<file path="config.mk">
export PLATFORM = sky130hd
export DESIGN_NAME = adc128s022_responder
export DESIGN_NICKNAME = d
export VERILOG_FILES = /design/src/rtl/adc128s022_responder.sv
export SDC_FILE = /design/constraint.sdc
export NUM_CORES = 1
export LEC_CHECK = 0
export ABC_CLOCK_PERIOD_IN_PS = 6250
export CAP_MARGIN = 10
export CORE_ASPECT_RATIO = 0.6
export CORE_UTILIZATION = 30
export CTS_CLUSTER_SIZE = 25
export DETAILED_ROUTE_END_ITERATION = 7
export PLACE_DENSITY = 0.57
export SETUP_SLACK_MARGIN = 0.15
export SLEW_MARGIN = 10
export SYNTH_ARGS = -nofsm -noshare
export SYNTH_HDL_FRONTEND = slang
export SYNTH_SLANG_ARGS = --single-unit
export TNS_END_PERCENT = 30
</file>
<file path="constraint.sdc">
create_clock -name clk_50 -period 6.25 [get_ports clk_50]
set_clock_uncertainty 0.2 [all_clocks]
set_input_delay 0.625 -clock clk_50 [delete_from_list [all_inputs] [get_ports clk_50]]
set_output_delay 0.625 -clock clk_50 [all_outputs]
set_load 0.02 [all_outputs]
</file>
<file path="src/rtl/adc128s022_responder.sv">
// Purpose: converter-side model of the ADC128S022 serial link (dout answers adc_sck/adc_cs_n/din).
// Latency: dout follows a pin edge within SYNC_STAGES+2 clk_50 cycles; the address lags one frame.
// Backpressure: none; the initiator owns the link timing and every detected edge is acted on.
// Ports: clk_50/rst_n (sync, active-low); adc_sck, adc_cs_n, din, dout form the serial link;
//        ch_data carries channel k at [12k+11:12k]; cur_addr, last_sample, frame_done and
//        frame_error report the frame status.
module adc128s022_responder #(
    parameter int         SYNC_STAGES = 2,
    parameter logic [2:0] INIT_ADDR   = 3'd0
) (
    input  logic        clk_50,
    input  logic        rst_n,
    input  logic        adc_sck,
    input  logic        adc_cs_n,
    input  logic        din,
    output logic        dout,
    input  logic [95:0] ch_data,
    output logic [2:0]  cur_addr,
    output logic [11:0] last_sample,
    output logic        frame_done,
    output logic        frame_error
);

    typedef enum logic [1:0] {WAIT_CS_HIGH, IDLE, ACTIVE, DONE} state_t;

    logic [SYNC_STAGES-1:0] sck_sync, cs_sync, din_sync;
    logic sck_s, cs_s, din_s;
    logic sck_d, cs_d;
    logic sck_rise, sck_fall, cs_rise, cs_fall;

    state_t      state, state_nxt;
    logic [4:0]  rise_cnt, rise_cnt_nxt, fall_cnt, fall_cnt_nxt;
    logic [4:0]  rise_inc, fall_inc;
    logic [2:0]  next_addr, next_addr_nxt, cur_addr_nxt;
    logic [11:0] sample, sample_nxt, last_sample_nxt, ch_sel;
    logic [6:0]  sel_base;
    logic [3:0]  bit_idx;
    logic        dout_nxt, frame_done_nxt, frame_error_nxt;

    assign sck_s    = sck_sync[SYNC_STAGES-1];
    assign cs_s     = cs_sync[SYNC_STAGES-1];
    assign din_s    = din_sync[SYNC_STAGES-1];
    assign sck_rise = sck_s & ~sck_d;
    assign sck_fall = ~sck_s & sck_d;
    assign cs_rise  = cs_s & ~cs_d;
    assign cs_fall  = ~cs_s & cs_d;

    assign sel_base = {4'd0, cur_addr} * 7'd12;
    assign ch_sel   = ch_data[sel_base +: 12];
    assign rise_inc = rise_cnt + 5'd1;
    assign fall_inc = fall_cnt + 5'd1;
    // Fall 5..15 shifts sample[10..0]; only meaningful in that range.
    assign bit_idx  = 4'd15 - fall_inc[3:0];

    always_ff @(posedge clk_50) begin
        if (!rst_n) begin
            // cs_n synchronizer resets to "asserted" so WAIT_CS_HIGH only leaves on a
            // genuinely high pin, never on stale reset values.
            sck_sync    <= '0;
            cs_sync     <= '0;
            din_sync    <= '0;
            sck_d       <= 1'b0;
            cs_d        <= 1'b0;
            state       <= WAIT_CS_HIGH;
            rise_cnt    <= '0;
            fall_cnt    <= '0;
            next_addr   <= '0;
            sample      <= '0;
            dout        <= 1'b0;
            cur_addr    <= INIT_ADDR;
            last_sample <= '0;
            frame_done  <= 1'b0;
            frame_error <= 1'b0;
        end else begin
            sck_sync    <= {sck_sync[SYNC_STAGES-2:0], adc_sck};
            cs_sync     <= {cs_sync[SYNC_STAGES-2:0], adc_cs_n};
            din_sync    <= {din_sync[SYNC_STAGES-2:0], din};
            sck_d       <= sck_s;
            cs_d        <= cs_s;
            state       <= state_nxt;
            rise_cnt    <= rise_cnt_nxt;
            fall_cnt    <= fall_cnt_nxt;
            next_addr   <= next_addr_nxt;
            sample      <= sample_nxt;
            dout        <= dout_nxt;
            cur_addr    <= cur_addr_nxt;
            last_sample <= last_sample_nxt;
            frame_done  <= frame_done_nxt;
            frame_error <= frame_error_nxt;
        end
    end

    always_comb begin
        state_nxt       = state;
        rise_cnt_nxt    = rise_cnt;
        fall_cnt_nxt    = fall_cnt;
        next_addr_nxt   = next_addr;
        sample_nxt      = sample;
        dout_nxt        = dout;
        cur_addr_nxt    = cur_addr;
        last_sample_nxt = last_sample;
        frame_done_nxt  = 1'b0;
        frame_error_nxt = 1'b0;

        case (state)
            WAIT_CS_HIGH: begin
                dout_nxt = 1'b0;
                if (cs_s) state_nxt = IDLE;
            end
            IDLE: begin
                dout_nxt = 1'b0;
                if (cs_fall) begin
                    state_nxt    = ACTIVE;
                    rise_cnt_nxt = '0;
                    fall_cnt_nxt = '0;
                end
            end
            ACTIVE: begin
                // A chip-select edge wins over any SCK edge seen in the same cycle.
                if (cs_rise) begin
                    state_nxt       = IDLE;
                    dout_nxt        = 1'b0;
                    frame_error_nxt = 1'b1;
                end else if (sck_rise) begin
                    rise_cnt_nxt = rise_inc;
                    case (rise_inc)
                        5'd3:    next_addr_nxt[2] = din_s;
                        5'd4:    next_addr_nxt[1] = din_s;
                        5'd5:    next_addr_nxt[0] = din_s;
                        default: ;
                    endcase
                    if (rise_inc == 5'd16) begin
                        state_nxt       = DONE;
                        dout_nxt        = 1'b0;
                        cur_addr_nxt    = next_addr;
                        last_sample_nxt = sample;
                        frame_done_nxt  = 1'b1;
                    end
                end else if (sck_fall) begin
                    fall_cnt_nxt = fall_inc;
                    if (fall_inc == 5'd4) begin
                        // Conversion point: later ch_data changes cannot reach this frame.
                        sample_nxt = ch_sel;
                        dout_nxt   = ch_sel[11];
                    end else if (fall_inc >= 5'd5 && fall_inc <= 5'd15) begin
                        dout_nxt = sample[bit_idx];
                    end else begin
                        dout_nxt = 1'b0;
                    end
                end
            end
            DONE: begin
                dout_nxt = 1'b0;
                if (cs_rise) state_nxt = IDLE;
            end
            default: begin
                state_nxt = WAIT_CS_HIGH;
                dout_nxt  = 1'b0;
            end
        endcase
    end

endmodule

</file>
# Word-level counts from Yosys, hierarchy flattened
# Index checks and enable logic that the tools add are counted.
# word_totals
reg_bits	53
latch_bits	0
wordCells	97
mem_count	0
mem_bits_rw	0
rom_bits	0
# classes
magnitude_cmp	3
addsub	3
mux	26
multipliers	1
reduce_logical	15
bitwise_logic	12
eq_ne	19
div_mod_pow	0
shift	1
# op_table
cell	count
$shiftx 96x8->12	1
$mux 5	6
$pmux 5 s2	2
$reduce_and 4->1	5
$eq 5x3->1 const B	3
$reduce_and 5->1	3
$ne 2x2->1 const B	7
$mux 2	6
$add 5x1->5 const B	2
$mux 1	9
$ne 4x4->1 const B	2
$not 1->1	8
$pmux 2 s4	1
$ne 3x3->1 const B	2
$eq 5x2->1 const B	1
$eq 5x5->1 const B	1
$ge 5x3->1 const B	1
$le 5x4->1 const B	1
$lt 4x5->1 const B	1
$mul 3x2->5 const B	1
$and 1x1->1	4
$bmux 1 s4	1
$eq 2x2->1 const B	2
$reduce_and 2->1	2
8 further kinds	8

# Logic depth before layout (Yosys ltp)
# Gate-level depths: netlist of run 1.
# depth
word_depth	10
depth_mapped	9
ltp_nobuf	7

# Worst setup path after synthesis of run 1
# No wires, ideal clock.
# synth_path
path_kind	register -> register
from	register cur_addr[0]
to	register sample[10]
path_stages_with_launch	7
path_buffers	2
arrival_time_ns	1.810
setup_time_ns	0.116
t_required_ns	5.934
setup_slack_ns	4.124
cell_sequence	dfxtp_1 -> buf_2 -> buf_2 -> mux4_2 -> mux2i_1 -> nand2_1 -> o211a_1
# synth_between
elab_chain_cells	2
# synth_rtl
element	line_no	rtl
start, declared	18	output logic [2:0] cur_addr,
start signal, assigned	86	cur_addr <= cur_addr_nxt;
$mul 3x2->5	48	assign sel_base = {4'd0, cur_addr} * 7'd12;
$shiftx 96x8->12	49	assign ch_sel = ch_data[sel_base +: 12];
end signal, assigned	84	sample <= sample_nxt;
end, declared	35	logic [11:0] sample, sample_nxt, last_sample_nxt, ch_sel;
# No other way between the ends.
# A chain may end at the register's enable or synchronous reset.

# Worst setup path after layout of run 1
# layout_path
from	register cur_addr[0]
to	output port cur_addr[0]
# No word-level cell between the ends.

==> results.txt, run 1 <==
Tmin final: 3.051 ns
CTS hold repair buffers: 0
die area: 11,690 µm²
final-report max-slew violation count: 0
Syn Nets: 443
starting density of the core: 31.42%
pre-CTS setup slack: 3.268 ns
met2 Use GR: 26.35%
hpwl dp: 7.453 mm
critical path endpoint category: output pin
# IOs: 119
Hold Crit Class: reg -> reg
largest net degree at the start of global routing: 50
CTS clock-pin slew for the worst setup and hold paths: 0.07 ns
RSZ-0062 raised after global routing: false
layout cells sized above 1: 10.21%
element type at the critical path start: flop
synthesized area: 3374 µm²
GRT Overall Usage: 16.85%
CTS tree: yes
CTS sink count: 53
Hold WS: 0.2370 ns
Post-CTS Resized: 0
first-pass GRT wire length: 15.47 mm
crit-path max FO: 14
GR Util met1: 23.68%
Ys Warns: 0
chip width: 138.9 µm
n_diodes: 0
r2r setup slk: 3.27 ns
WP data arrival: 2.23 ns
Skew-Pair Late Insertion Delay: 0.30 ns
Core Region: 10,740 µm²
# setup viols final: 0
pwr/cell area: 160.1 nW/µm²
PortBufs: 118
maximum clock rate: 327.8 MHz
global route total overflow: 0
ANT nets after route: 0
leakage: 1.707 nW
postcts setup bufs: 0
vias per cell: 4.930
count of different cell masters after synthesis: 46
average cell area after synthesis: 10.32 µm²
NumNets Final: 546
violated checks: DRC
part of the cycle the worst path needs: 48.81%
sequential-to-total area share from yosys stat: 31.44%
DR pass1 iterations: 6
gr busiest metal: met2
CP Class: reg -> out
status: complete, but fails checks
Tot Pwr: 0.0007637 W
Area growth syn-to-layout: 41.34%
CTS Buffer Depth: 2
vias in the first global route: 2,946
DRT iter0 DRCs: 131
CTS root buf: clkbuf_16
VDD IR max: 0.09992 mV
Slew @ Worst Pin: 0.8627 ns
antenna violations before repair: 0
Setup WS post-layout: 3.199 ns
wirelength, routed: 9.315 mm
die height: 84.15 µm
# rows: 29
Crit path required time: 5.42 ns
GPL Wtd Cong: 0.8222
per-cell routed wire length: 16.34 µm
cells after synthesis: 327
final hold violations: 0
H-tree depth: 2
cts bufs inserted: 5
GR Util met3: 3.822%
drc violations: 1
via count: 2,810
Slew Limit Headroom: 42.41%
final setup TNS: 0 ns
MaxCap Viol Count: 0
Synth Register Bits: 53
filler instances: 1,019
==> placed cells by master (no fill, tap or decap), drive strengths merged, types with 3 or more instances in the layout <==
cell / n
clkdlybuf4s50: 118
and2: 13
nand2: 31
nand2b: 4
and3: 3
mux4: 25
dfxtp: 53
nor4b: 3
o21a: 4
nand3: 10
nor2: 7
o21ai: 7
nor4: 3
nor2b: 22
mux2i: 34
nor3b: 5
o211a: 11
buf: 4
a31o: 3
a21oi: 4
inv: 15
clkbuf: 5
ha: 15
a21boi: 6
==> path summary, 6_finish.rpt <==
kind / start / endpoint / cells past startpoint
setup / recovery: cur_addr[0] / cur_addr[0] / 2
hold / removal: din_sync[0] / din_sync[1] / 1
setup reg to reg: state[0] / sample[11] / 7
hold reg to reg: din_sync[0] / din_sync[1] / 1
==> cells in the mapped netlist (all sizes together) <==
| cell | number | area (µm²) |
|---|---|---|
| nor2b | 22 | 137.6 |
| a21oi | 4 | 20.02 |
| a22oi | 1 | 7.510 |
| nor2 | 7 | 26.28 |
| nand4 | 2 | 12.51 |
| inv | 13 | 48.80 |
| o2bb2ai | 2 | 17.52 |
| a211o | 1 | 8.760 |
| nor3b | 5 | 37.54 |
| clkbuf | 14 | 55.05 |
| mux2 | 1 | 11.26 |
| xor2 | 2 | 17.52 |
| a22o | 1 | 8.760 |
| a31o | 3 | 26.28 |
| a31oi | 2 | 12.51 |
| nand3 | 10 | 50.05 |
| o211ai | 2 | 15.01 |
| xnor2 | 2 | 17.52 |
| dfxtp | 53 | 1061 |
| a211oi | 2 | 15.01 |
| buf | 12 | 93.83 |
| mux4 | 25 | 563.0 |
| nand2 | 31 | 116.4 |
| o21a | 4 | 30.03 |
| mux2i | 34 | 340.3 |
| a221oi | 1 | 8.760 |
| and2 | 13 | 81.33 |
| nand2b | 4 | 25.02 |
| o221a | 1 | 11.26 |
| a2bb2oi | 1 | 15.01 |
| a41o | 1 | 10.01 |
| ha | 15 | 187.7 |
| nor4 | 3 | 18.77 |
| o211a | 11 | 110.1 |
| nor4b | 3 | 32.53 |
| and3 | 3 | 18.77 |
| a21boi | 6 | 45.04 |
| o21ai | 7 | 35.03 |
| o21bai | 1 | 7.510 |
| and3b | 2 | 17.52 |
==> layer usage <==
layer / vias to the layer above / wire [µm]
li1: 1391 / -
met1: 1359 / 4703
met2: 51 / 4176
met3: 9 / 353
met4: 0 / 82
met5: - / 0
==> worst max-delay path, stage by stage (launching register included) <==
cell and delay, ns:
dfxtp_1 0.86, buf_4 0.40, clkdlybuf4s50_1 0.66
==> sequential cells by signal (all words and copies together), names as in the netlist, 2 cells and up <==
name and cells:
rise_cnt 5, last_sample 12, fall_cnt 5, next_addr 3, state 2, sample 12
cur_addr 3, sck_sync 2, din_sync 2, cs_sync 2
==> cell type report <==
class	count	area, µm²	share of cell area (%)
Timing Repair Buffer	122	1211	25.39
Clock inverter	3	25.02	0.5247
Multi-Input combinational cell	235	2125	44.54
Tap cell	139	173.9	3.646
Clock buffer	5	125.1	2.623
Inverter	13	48.80	1.023
Sequential cell	53	1061	22.25
==> stage by stage <==
step | utilization [%] | cell area, µm² | instances
6_report | 44.41 | 4770 | 570
2_1_floorplan | - | 3374 | 327
5_1_grt | 44.41 | 4770 | 570
3_3_place_gp | 43.01 | 4619 | 562
4_1_cts | 44.41 | 4770 | 570
3_5_place_dp | 43.01 | 4619 | 562
==> kinds of logic (layout without fill, tap and decap cells) <==
family | after synthesis | after routing | synth area share, %
compound gates | 51 | 51 | 11.98
xor+xnor | 4 | 4 | 1.038
fa+ha+maj | 15 | 15 | 5.562
buf+inv | 39 | 143 | 5.858
flops | 53 | 53 | 31.44
mux | 60 | 60 | 27.10
simple gates | 105 | 105 | 17.02
==> where the power goes <==
part           switching, W  total, W  internal, W  leakage, nW
clock network      0.000134  0.000286     0.000152       0.0708
logic             0.0000432  0.000130    0.0000864         1.21
registers        0.00000532  0.000348     0.000343        0.428
total              0.000183  0.000764     0.000581         1.71
(Power assumes the default switching activity.)
==> run 2, diff against run 1 <==
--- a/config.mk
+++ b/config.mk
@@ -5,13 +5,13 @@
 export SDC_FILE = /design/constraint.sdc
 export NUM_CORES = 1
 export LEC_CHECK = 0
-export ABC_CLOCK_PERIOD_IN_PS = 6250
+export ABC_CLOCK_PERIOD_IN_PS = 2700
 export CAP_MARGIN = 10
 export CORE_ASPECT_RATIO = 0.6
 export CORE_UTILIZATION = 30
 export CTS_CLUSTER_SIZE = 25
 export DETAILED_ROUTE_END_ITERATION = 7
-export PLACE_DENSITY = 0.57
+export PLACE_DENSITY = 0.59
 export SETUP_SLACK_MARGIN = 0.15
 export SLEW_MARGIN = 10
 export SYNTH_ARGS = -nofsm -noshare
==> constraint.sdc (replaced) <==
create_clock -name clk_50 -period 2.7 [get_ports clk_50]
set_clock_uncertainty 0.2 [all_clocks]
set_input_delay 0.27 -clock clk_50 [delete_from_list [all_inputs] [get_ports clk_50]]
set_output_delay 0.27 -clock clk_50 [all_outputs]
set_load 0.02 [all_outputs]
==> results.txt, run 2 (synthesized netlist as in run 1, its figures left out) <==
final setup TNS: 0 ns
Core Region: 10,740 µm²
pre-CTS setup slack: 0.3380 ns
# IOs: 119
H-tree depth: 2
Reg2Reg Depth: 7
maximum clock rate: 425.4 MHz
area of the multi-input gates: 2125 µm²
# rows: 29
drc violations: 0
Setup WS post-layout: 0.3491 ns
DRT iter0 DRCs: 131
RSZ-0062 raised after global routing: false
Tmin final: 2.351 ns
antenna violations before repair: 0
leakage: 1.761 nW
CTS root buf: clkbuf_16
first-pass GRT wire length: 14.98 mm
Non-Filler Instances: 578
NumNets Final: 554
VDD IR max: 0.3659 mV
chip width: 138.9 µm
layout cells sized above 1: 12.30%
WP data arrival: 2.34 ns
largest registers: last_sample: 12 flops, sample: 12 flops
filler instances: 1,034
largest net degree at the start of global routing: 26
part of the cycle the worst path needs: 87.07%
Crit path required time: 2.69 ns
Slew Limit Headroom: 47.41%
per-cell routed wire length: 15.62 µm
CTS clock-pin slew for the worst setup and hold paths: 0.07 ns
wirelength, routed: 9.030 mm
placed insts: 570
CP Class: reg -> reg
most frequent cells in the layout: 118 x clkdlybuf4s50_1, 51 x dfxtp_1, 34 x mux2i_1, 31 x nand2_1, 25 x mux4_2
PortBufs: 118
Skew-Pair Late Insertion Delay: 0.30 ns
CTS tree: yes
starting density of the core: 31.42%
pwr/cell area: 383.3 nW/µm²
GRT Overall Usage: 16.31%
GPL Wtd Cong: 0.8153
FF/Latch Area: 1064 µm²
global route total overflow: 0
via count: 2,877
status: finished, final reports clean
vias per cell: 4.978
die height: 84.15 µm
Slew @ Worst Pin: 0.7863 ns
ANT nets after route: 0
crit-path max FO: 16
WHS Path Cells: 1
DR pass1 iterations: 7
Area growth syn-to-layout: 44.20%
element type at the critical path start: flop
CTS Buffer Depth: 2
die area: 11,690 µm²
vias in the first global route: 2,967
critical path endpoint category: flop
cts bufs inserted: 5
CTS sink count: 53
final-report max-slew violation count: 0
# setup viols final: 0
leading cell type in the layout, fill and taps excluded: clkdlybuf4s50_1
n_diodes: 0
final hold violations: 0
Hold Crit Class: reg -> reg
hpwl dp: 7.306 mm
MaxCap Viol Count: 0
-- run 2: changes by cell type in the layout (fill, tap and decap cells not counted) --
cell,previous run,this run
clkinv_4,0,1
buf_4,4,11
inv_6,2,0
buf_12,0,1
dfxtp_1,53,51
dfxtp_2,0,2
bufinv_16,0,1
-- run 2: per-stage QoR --
stage          hold slack [ns]  area (µm²)  total power [W]  util, %
6_report                0.2412        4866         0.001865    45.31
5_1_grt                 0.2737        4866         0.001951    45.31
4_1_cts                 0.2438        4865         0.001886    45.29
3_5_place_dp            0.2264        4693         0.001139    43.70
3_3_place_gp            0.2156        4693         0.001133    43.70
2_1_floorplan           0.1973        3374        0.0009504        -
-- run 2: what timing repair did --
| action | 4_1_cts | 5_1_grt |
|---|---|---|
| gates resized for setup | 0 | 1 |
| hold endpoints to repair | 0 | 0 |
| endpoints found under the setup margin | 0 | 12 |
| hold buffers | 0 | 0 |
| setup buffers | 0 | 0 |
-- run 2: layout make-up --
cell class | instances | share of cell area (%)
tap | 139 | 3.574
sequential | 53 | 21.86
clock inverter | 3 | 0.9514
clock buffer | 5 | 2.571
inverter | 13 | 1.003
timing repair buffer | 130 | 26.38
multi-input combinational | 235 | 43.66
-- run 2: final timing paths --
kind | from | endpoint | slack [ns]
setup / recovery | rise_cnt[0] | last_sample[3] | 0.35
hold / removal | cs_sync[0] | cs_sync[1] | 0.24
setup reg to reg | rise_cnt[0] | last_sample[3] | 0.35
hold reg to reg | cs_sync[0] | cs_sync[1] | 0.24
-- run 2: worst max-delay path: stages (launching register included) --
cell	delay, ns
dfxtp_1	0.42
ha_1	0.31
nand3_1	0.20
a2bb2oi_2	0.25
nor4b_4	0.21
buf_4	0.33
mux2i_1	0.25
nor2b_1	0.06
-- run 2: where the power goes --
| group | total, W | internal (W) | switching (W) |
|---|---|---|---|
| Sequential | 0.000806 | 0.000794 | 0.0000124 |
| Combinational | 0.000314 | 0.000210 | 0.000104 |
| Clock | 0.000745 | 0.000439 | 0.000306 |
-- run 2: per-layer routing --
metal	vias to the layer above	GRT usage, %	part of all wire, %
met5	-	0	0
met4	0	4.545	1.1
met3	8	3.309	4.6
met2	81	24.79	42
met1	1374	23.39	52
li1	1414	-	-
==> run 3, diff against run 2 <==
--- a/config.mk
+++ b/config.mk
@@ -5,7 +5,6 @@
 export SDC_FILE = /design/constraint.sdc
 export NUM_CORES = 1
 export LEC_CHECK = 0
-export ABC_CLOCK_PERIOD_IN_PS = 2700
 export CAP_MARGIN = 10
 export CORE_ASPECT_RATIO = 0.6
 export CORE_UTILIZATION = 30
==> results of run 3 <==
Same layout as run 2: the final DEF is identical, and so are final timing and power.
